[src/rtl/pipe_pkg.sv]
// Shared definitions for the pipeline stage register: control-bit positions,
// stage-state encoding and default bundle width.
package pipe_pkg;

    localparam int CTRL_W_DEF = 9;

    // Control bundle bit positions (WB bits high, M bits below, bit 0 spare)
    localparam int WB_REGWRITE = 8;
    localparam int WB_MEMTOREG = 7;
    localparam int M_MEMREAD   = 6;
    localparam int M_MEMWRITE  = 5;
    localparam int M_BRANCH    = 4;
    localparam int M_BNE       = 3;
    localparam int M_JUMP      = 2;
    localparam int M_JR        = 1;

    typedef enum logic [1:0] {
        ST_EMPTY = 2'd0,
        ST_ONE   = 2'd1,
        ST_TWO   = 2'd2
    } stage_state_t;

endpackage

[src/rtl/pipe_skid_slot.sv]
// One pipeline entry: valid + control + data with load and clear.
// Clearing a slot inserts a bubble: control goes to zero, data is left stable.
module pipe_skid_slot #(
    parameter int CTRL_W = 9,
    parameter int DATA_W = 128
) (
    input  logic              Clk,
    input  logic              Reset,
    input  logic              load,
    input  logic              clear,
    input  logic [CTRL_W-1:0] in_ctrl,
    input  logic [DATA_W-1:0] in_data,
    output logic              valid,
    output logic [CTRL_W-1:0] ctrl,
    output logic [DATA_W-1:0] data
);

    always_ff @(posedge Clk or negedge Reset) begin
        if (!Reset) begin
            valid <= 1'b0;
            ctrl  <= '0;
            data  <= '0;
        end else if (clear) begin
            // NOTE: ctrl is zeroed in the same register write as valid, never gated on the output path.
            valid <= 1'b0;
            ctrl  <= '0;
        end else if (load) begin
            valid <= 1'b1;
            ctrl  <= in_ctrl;
            data  <= in_data;
        end
    end

endmodule

[src/rtl/pipe_stage_reg.sv]
// Valid/ready pipeline stage register with optional 2-entry skid buffer
// (registered In_Ready) and synchronous flush.
module pipe_stage_reg
    import pipe_pkg::*;
#(
    parameter int CTRL_W = CTRL_W_DEF,
    parameter int DATA_W = 128,
    parameter bit SKID   = 1'b1
) (
    input  logic              Clk,
    input  logic              Reset,
    input  logic              Flush,
    input  logic              In_Valid,
    output logic              In_Ready,
    input  logic [CTRL_W-1:0] In_Ctrl,
    input  logic [DATA_W-1:0] In_Data,
    output logic              Out_Valid,
    input  logic              Out_Ready,
    output logic [CTRL_W-1:0] Out_Ctrl,
    output logic [DATA_W-1:0] Out_Data,
    output logic [1:0]        Occupancy
);

    stage_state_t      state, next_state;
    logic              rdy_q;
    logic              accept, consume;
    logic              main_load, main_clr, main_from_skid;
    logic              skid_load, skid_clr;
    logic              main_valid, skid_valid;
    logic [CTRL_W-1:0] main_ctrl, skid_ctrl, main_in_ctrl;
    logic [DATA_W-1:0] main_data, skid_data, main_in_data;

    // Without the skid slot, rdy_q only holds In_Ready low through reset.
    assign In_Ready = SKID ? rdy_q : (rdy_q & (~main_valid | Out_Ready));
    assign accept   = In_Valid & In_Ready;
    assign consume  = main_valid & Out_Ready;

    always_comb begin
        // NOTE: every output of this block gets a default first so no latch is inferred.
        next_state     = state;
        main_load      = 1'b0;
        main_clr       = 1'b0;
        main_from_skid = 1'b0;
        skid_load      = 1'b0;
        skid_clr       = 1'b0;
        if (Flush) begin
            next_state = ST_EMPTY;
            main_clr   = 1'b1;
            skid_clr   = 1'b1;
        end else begin
            unique case (state)
                ST_EMPTY: begin
                    if (accept) begin
                        next_state = ST_ONE;
                        main_load  = 1'b1;
                    end
                end
                ST_ONE: begin
                    if (accept && consume) begin
                        main_load = 1'b1;
                    end else if (accept && SKID) begin
                        next_state = ST_TWO;
                        skid_load  = 1'b1;
                    end else if (consume) begin
                        next_state = ST_EMPTY;
                        main_clr   = 1'b1;
                    end
                end
                ST_TWO: begin
                    if (consume) begin
                        next_state     = ST_ONE;
                        main_load      = 1'b1;
                        main_from_skid = 1'b1;
                        skid_clr       = 1'b1;
                    end
                end
                default: next_state = ST_EMPTY;
            endcase
        end
    end

    always_ff @(posedge Clk or negedge Reset) begin
        if (!Reset) begin
            // NOTE: non-blocking assignments for all state so every register samples pre-edge values.
            state <= ST_EMPTY;
            rdy_q <= 1'b0;
        end else begin
            state <= next_state;
            rdy_q <= SKID ? (next_state != ST_TWO) : 1'b1;
        end
    end

    assign main_in_ctrl = main_from_skid ? skid_ctrl : In_Ctrl;
    assign main_in_data = main_from_skid ? skid_data : In_Data;

    pipe_skid_slot #(.CTRL_W(CTRL_W), .DATA_W(DATA_W)) u_main (
        .Clk     (Clk),
        .Reset   (Reset),
        .load    (main_load),
        .clear   (main_clr),
        .in_ctrl (main_in_ctrl),
        .in_data (main_in_data),
        .valid   (main_valid),
        .ctrl    (main_ctrl),
        .data    (main_data)
    );

    generate
        if (SKID) begin : g_skid
            pipe_skid_slot #(.CTRL_W(CTRL_W), .DATA_W(DATA_W)) u_skid (
                .Clk     (Clk),
                .Reset   (Reset),
                .load    (skid_load),
                .clear   (skid_clr),
                .in_ctrl (In_Ctrl),
                .in_data (In_Data),
                .valid   (skid_valid),
                .ctrl    (skid_ctrl),
                .data    (skid_data)
            );
        end else begin : g_no_skid
            logic unused_skid;
            assign unused_skid = skid_load | skid_clr;
            assign skid_valid  = 1'b0;
            assign skid_ctrl   = '0;
            assign skid_data   = '0;
        end
    endgenerate

    assign Out_Valid = main_valid;
    assign Out_Ctrl  = main_ctrl;
    assign Out_Data  = main_data;
    assign Occupancy = {1'b0, main_valid} + {1'b0, skid_valid};

endmodule

[config.mk]
export PLATFORM = sky130hd
export DESIGN_NAME = pipe_stage_reg
export DESIGN_NICKNAME = d
export VERILOG_FILES = /design/src/rtl/pipe_pkg.sv /design/src/rtl/pipe_skid_slot.sv /design/src/rtl/pipe_stage_reg.sv
export SDC_FILE = /design/constraint.sdc
export NUM_CORES = 1
export LEC_CHECK = 0
export ABC_AREA = 1
export ABC_CLOCK_PERIOD_IN_PS = 2000
export CELL_PAD_IN_SITES_DETAIL_PLACEMENT = 1
export CELL_PAD_IN_SITES_GLOBAL_PLACEMENT = 1
export CORE_UTILIZATION = 39
export CTS_BUF_LIST = sky130_fd_sc_hd__clkbuf_8
export DETAILED_ROUTE_END_ITERATION = 16
export GPL_TIMING_DRIVEN = 0
export PLACE_DENSITY_LB_ADDON = 0.1
export SLEW_MARGIN = 20
export SYNTH_ARGS = -nofsm -noshare
export SYNTH_HDL_FRONTEND = slang
export SYNTH_SLANG_ARGS = --single-unit
[constraint.sdc]
create_clock -name Clk -period 2 [get_ports Clk]
set_input_delay 0.3 -clock Clk [delete_from_list [all_inputs] [get_ports Clk]]
set_output_delay 0.3 -clock Clk [all_outputs]
set_load 0.005 [all_outputs]
=== Word-level counts from Yosys, hierarchy flattened ===
Index checks and enable logic that the tools add are counted.

* Divide/modulo/power cells: 0
* Order comparisons: 0
* Shifts and indexed selects: 0
* Multipliers: 0
* Bitwise operators: 4
* $add $sub $neg: 1
* Eq/ne operators: 3
* Muxes and demuxes: 32
* Reduce and logical (&&, ||, !) cells: 6

{| class="wikitable"
|+ Operators with widths
! cell !! count
|-
| two-way mux 128 bit || 1
|-
| two-way mux 9 bit || 5
|-
| two-way mux 1 bit || 18
|-
| two-way mux 2 bit || 6
|-
| case mux 2 bit (3 select lines) || 1
|-
| AND reduction 2 bit || 2
|-
| nonzero test 2 bit || 2
|-
| case mux 1 bit (3 select lines) || 1
|-
| adder 1 x 1 -> 2 bit || 1
|-
| AND 1 bit || 2
|-
| equality test 2 x 1 -> 1 bit, second input constant || 1
|-
| equality test 2 bit, second input constant || 1
|-
| zero test 2 bit || 1
|-
| inequality test 2 bit, second input constant || 1
|-
| NOT 1 bit || 2
|-
| logical AND 1 bit || 1
|}

* RAM bits: 0
* Bits in registers: 279
* Bits in read-only memories: 0
* Logic and storage cells: 54
* Latch bits: 0
* Bits of input ports: 142
* Memories: 0

=== Depth between registers and ports, before layout ===
* Depth after elaboration: 8
* Gate-level depth with buffers: 9

=== Modules after synthesis ===
From an unflattened synthesis, not the netlist that was laid out.

* Cells, all modules: 1,684
* Area total of the unflattened synthesis: 13,061.3 um^2

{| class="wikitable"
|+ Modules (own cells, without submodules)
! module !! times used !! cells each !! area an instance (um^2)
|-
| pipe_skid_slot || 2 || 598 || 5,437.7
|-
| pipe_stage_reg || 1 || 488 || 2,185.8
|}

=== Least setup slack after synthesis ===
OpenSTA, ideal clock, no wires.

* Kind: register to register
* Start: register u_main.valid
* End: register u_main.data[100]
* Data required time: 1.883 ns
* Arrival: 1.295 ns
* Path slack: 0.587 ns
* Period minus slack after synthesis: 1.413 ns
* Buffers on the path: 2
* Cell stages (with the launch flop): 9
* Path through: dfrtp_1 -> nand2_1 -> inv_1 -> nand3_1 -> buf_2 -> clkbuf_1 -> nand2_1 -> nand3_1 -> nand2_1

* Word-level cells in the longest chain between the ends: 8

{| class="wikitable"
|+ Ends and longest elaborated chain
! item !! line !! source
|-
| from (decl) || pipe_skid_slot.sv:13 || <nowiki>output logic valid,</nowiki>
|-
| from (signal assigned) || pipe_skid_slot.sv:20 || <nowiki>valid <= 1'b0;</nowiki>
|-
| from (signal assigned) || pipe_skid_slot.sv:25 || <nowiki>valid <= 1'b0;</nowiki>
|-
| from (signal assigned) || pipe_skid_slot.sv:28 || <nowiki>valid <= 1'b1;</nowiki>
|-
| AND 1 bit * || pipe_stage_reg.sv:36 || <nowiki>assign consume = main_valid & Out_Ready;</nowiki>
|-
| two-way mux 1 bit || pipe_stage_reg.sv:64, pipe_stage_reg.sv:70 ||
|-
| two-way mux 1 bit || pipe_stage_reg.sv:61 || <nowiki>end else if (accept && SKID) begin</nowiki>
|-
| two-way mux 1 bit || pipe_stage_reg.sv:59 || <nowiki>if (accept && consume) begin</nowiki>
|-
| two-way mux 1 bit || pipe_stage_reg.sv:51 || <nowiki>unique case (state)</nowiki>
|-
| two-way mux 1 bit || pipe_stage_reg.sv:46 || <nowiki>if (Flush) begin</nowiki>
|-
| NOT 1 bit (no source line) || - ||
|-
| AND reduction 2 bit (no source line) || - ||
|-
| to (signal assigned) || pipe_skid_slot.sv:30 || <nowiki>data <= in_data;</nowiki>
|-
| to (decl) || pipe_skid_slot.sv:15 || <nowiki>output logic [DATA_W-1:0] data</nowiki>
|}

Every way passes the cells marked *; elsewhere a longest branch is shown, timed or not.
A chain may end at the register's enable or synchronous reset.

=== Worst setup path after layout ===
* Start: register u_main.valid
* End: output port Out_Valid

{| class="wikitable"
|+ RTL lines
! item !! line !! source
|-
| to (decl) || pipe_stage_reg.sv:17 || <nowiki>output logic Out_Valid,</nowiki>
|}

No word-level cell between the ends.

==> parameters.txt <==
Parameter                              Value

Clock tree
  Clock tree from TritonCTS ... done
  Number of buffers inserted during clock tree synthesis ... 51
  CTS H-Tree Depth ... 2
  Clock network latency to the later pin of the worst-skew pair ... roughly 0.57 ns
  Clock tree buffer depth ... 3
  Clock transition at the registers of the reported paths ... 0.06 ns
  Clock sink total ... 279
  Buffer cell driving the clock tree root ... sky130_fd_sc_hd__clkbuf_8

Route
  First-iteration detailed-routing DRC count ... slightly below 600
  Routed WL ... 40,600 um
  Detailed-routing iteration count for the pre-antenna-repair pass ... 4
  Post-route antenna net violation count ... 0
  Total via count in the routed design ... 11,500
  Residual DRC ... 0
  Per-cell via count in the routed design ... between 4 and 5
  Routed len/inst ... 17.3 um

Power
  Power density over the cells ... ~1100 mW/mm2
  Maximum vdd ir drop ... about 0.60 mV
  P_leak ... 9.04 nW

GRT
  Pin count of the biggest net entering global routing ... 72
  GR Overflow Total ... 0
  Grt met1 use ... 32.6%
  Number of antenna violations at the first check in global routing ... 7
  Via count of the first global-routing pass ... 12,200
  Most Crowded Layer GR ... met2
  Met2 routing resource usage after global routing ... 39.9%
  M3 GR Usage ... 4.81%
  First-pass GRT wire length ... 65,800 um
  Global-route usage over all layers ... between 20% and 30%

Layout
  Fin cells ... 2,346
  Fraction of layout instances using a drive strength above 1 ... 14.1%
  Nets ... 2,010
  Layout area overhead ... 34.5%
  Most common library cell in the layout ignoring fill and taps ... sky130_fd_sc_hd__nand2_1
  Share of the core filled with cells ... between 50 and 60%
  Commonest non-fill, non-tap cells in the layout ... sky130_fd_sc_hd__nand2_1, sky130_fd_sc_hd__dfrtp_1, sky130_fd_sc_hd__clkdlybuf4s50_1

STA
  Layout Skew ... 0.0122 ns
  Endpoints failing setup ... 0
  Fmax ... 525 MHz
  Least-Margin Pin Slew ... 0.878 ns
  Max-slew headroom at the worst pin ... 41.4%
  Crit path time final ... 1.91 ns
  Unrepaired setup endpoints after global routing ... no
  Final hold vios ... 0
  Final setup slack of the worst path ... 0.0943 ns
  Max-slew violations ... 0
  Fin crit share ... 95.3%

Critical path
  Category of the critical setup timing path ... flip-flop to output port
  Chain of cells forming the critical path ... buf_4 > clkdlybuf4s50_1
  Biggest fanout along the worst timing path ... 4
  RR Endpoint ... u_main.data[44]$_DFFE_PN0P_
  CP peak stage delay ... 0.49 ns
  Setup crit start ... u_main.valid$_DFFE_PN0P_
  Worst reg2reg path depth ... 9
  Cell with the largest stage delay on the worst path ... sky130_fd_sc_hd__clkdlybuf4s50_1
  Required time reported for the critical path endpoint ... 1.70 ns
  WP data arrival ... approximately 1.6 ns
  Worst-case register-to-register setup slack ... 0.23 ns
  Capturing element of the worst setup path ... Out_Valid
  Launching point of the worst reg2reg path ... u_main.valid$_DFFE_PN0P_
  Worst setup SP type ... flip-flop
  Setup crit end kind ... output port

Floorplanning
  Count of standard-cell rows ... 66
  Number of top-level design ports ... 283
  Die Ht ... between 150 and 200 um
  Horizontal die dimension ... between 150 and 200 um
  Initial standard-cell utilization of the core ... 40.1%
  Standard cell core area ... 0.0329 mm2
  Overall die area ... approximately 0.035 mm2

Placed design
  Cells after DPL ... 2,252
  Port Buffers ... 281
  Post-placement setup slack ... -0.347 ns
  Final Wtd Congestion ... 0.766
  HPWL after detailed placement ... 28,700 um

Yosys
  Flip-flop and latch count after synthesis ... 279
  Post-synthesis mux area share ... 0%
  Cell variety after synth ... 19
  Fraction of the mapped netlist area in compound gates ... 7.92%
  Total of warnings raised by yosys ... 0
  Synth Cell Area ... approximately 0.013 mm2
  Area share of fa/ha/maj cells after synthesis ... 0.0950%
  Largest family of logic cells by synthesized area ... simple AND/OR/NAND/NOR gates
  Synth Area in XOR/XNOR ... 0%
  Syn_nets ... around 1,700
  Cell count after synthesis ... roughly 1,500
  Sequential-to-total area share from yosys stat ... a little over half
  Average footprint of a synthesized cell ... around 8.6 um2
  Fraction of the mapped netlist area in simple logic gates ... 30.2%

Hold path
  Start point of the worst hold path ... Flush
  Min-delay worst type ... input pin to flip-flop

Run status
  Result of the run ... finished, final reports clean

Run
  Number of max-cap violations ... 0
-- what timing repair did --
item / CTS / global route
gates resized for setup: 3 / 24
buffers inserted: 1 / 1
endpoints found under the hold margin: 87 / 0
hold buffers: 2 / 0
pin swaps: 0 / 0
cloned: 0 / 0
endpoints found under the setup margin: 21 / 129
-- worst max-delay path: cells and delay by family (launching register included) --
kind / cells / cell delay (ns)
buffers and inverters: 2 / 0.64
DFF: 1 / 0.41
-- worst min-delay path by stage --
stage | to | cells past startpoint | slack (ns)
3_5_place_dp | u_main.data[11]$_DFFE_PN0P_ | 1 | 0.21
3_3_place_gp | g_skid.u_skid.data[41]$_DFFE_PN0P_ | 2 | 0.45
5_1_grt | g_skid.u_skid.valid$_DFFE_PN0P_ | 4 | 0.11
6_report | g_skid.u_skid.ctrl[7]$_DFFE_PN0P_ | 4 | 0.11
2_1_floorplan | In_Ready$_DFF_PN0_ | 0 | 0.004
4_1_cts | g_skid.u_skid.valid$_DFFE_PN0P_ | 4 | 0.08
-- where the power goes --
part | switching [mW] | total (mW) | internal (mW)
Clock | 2.36 | 5.33 | 2.97
Sequential | 0.989 | 8.52 | 7.53
Combinational | 2.33 | 5.40 | 3.07
Total | 5.67 | 19.2 | 13.6
-- through the flow --
stage | total power, mW | setup TNS [ns] | cell area [um2] | hold WS, ns
after CTS | 19.5 | 0 | 17700 | 0.0843
after floorplan | 11.1 | 0 | 13200 | 0.00441
after global routing | 20.5 | 0 | 17700 | 0.112
after detailed placement | 14.0 | -39.69 | 16600 | 0.213
final | 19.2 | 0 | 17700 | 0.106
after global placement | 13.8 | -3413.36 | 16500 | 0.454
-- sequential cells by signal, summed over array words and instances (netlist names) --
| signal | flops |
|---|---|
| u_main.valid | 1 |
| In_Ready | 1 |
| g_skid.u_skid.data | 128 |
| g_skid.u_skid.valid | 1 |
| u_main.data | 128 |
| state | 2 |
| g_skid.u_skid.ctrl | 9 |
| u_main.ctrl | 9 |
-- area by class of cell --
| type | instances | area, um2 |
|---|---|---|
| sequential | 279 | 6980 |
| inverter | 137 | 514 |
| multi-input combinational | 1003 | 5030 |
| tap | 442 | 553 |
| fill | 3918 | 15100 |
| clock buffer | 64 | 881 |
| buffer | 106 | 666 |
| clock inverter | 22 | 114 |
| antenna | 4 | 10.0 |
| timing repair buffer | 289 | 2960 |
-- routing by layer --
metal  share of wire, %  vias to the layer above
li1                   -                     5522
met5              0.076                        -
met2                 47                      258
met4                1.8                        4
met3                5.1                       58
met1                 46                     5645
-- cell usage after synthesis --
library cell / instances / area (um2)
sky130_fd_sc_hd__a21oi_1: 1 / 5.00
sky130_fd_sc_hd__buf_1: 3 / 11.3
sky130_fd_sc_hd__buf_2: 50 / 250
sky130_fd_sc_hd__buf_6: 24 / 270
sky130_fd_sc_hd__clkbuf_1: 29 / 109
sky130_fd_sc_hd__dfrtp_1: 279 / 6980
sky130_fd_sc_hd__ha_1: 1 / 12.5
sky130_fd_sc_hd__inv_1: 137 / 514
sky130_fd_sc_hd__nand2_1: 565 / 2120
sky130_fd_sc_hd__nand2_4: 1 / 11.3
sky130_fd_sc_hd__nand3_1: 167 / 836
sky130_fd_sc_hd__nand3b_1: 128 / 961
sky130_fd_sc_hd__nor2_1: 5 / 18.8
sky130_fd_sc_hd__nor2_2: 2 / 12.5
sky130_fd_sc_hd__nor3_4: 1 / 16.3
sky130_fd_sc_hd__o21ai_0: 9 / 45.0
sky130_fd_sc_hd__o21ai_1: 22 / 110
sky130_fd_sc_hd__o21ai_2: 100 / 876
sky130_fd_sc_hd__o31ai_1: 1 / 7.51
-- kinds of logic after synthesis --
logic type	count (synthesis)
compound gates	133
fa+ha+maj	1
buf+inv	243
flops	279
simple gates	869
(Power assumes the default switching activity.)
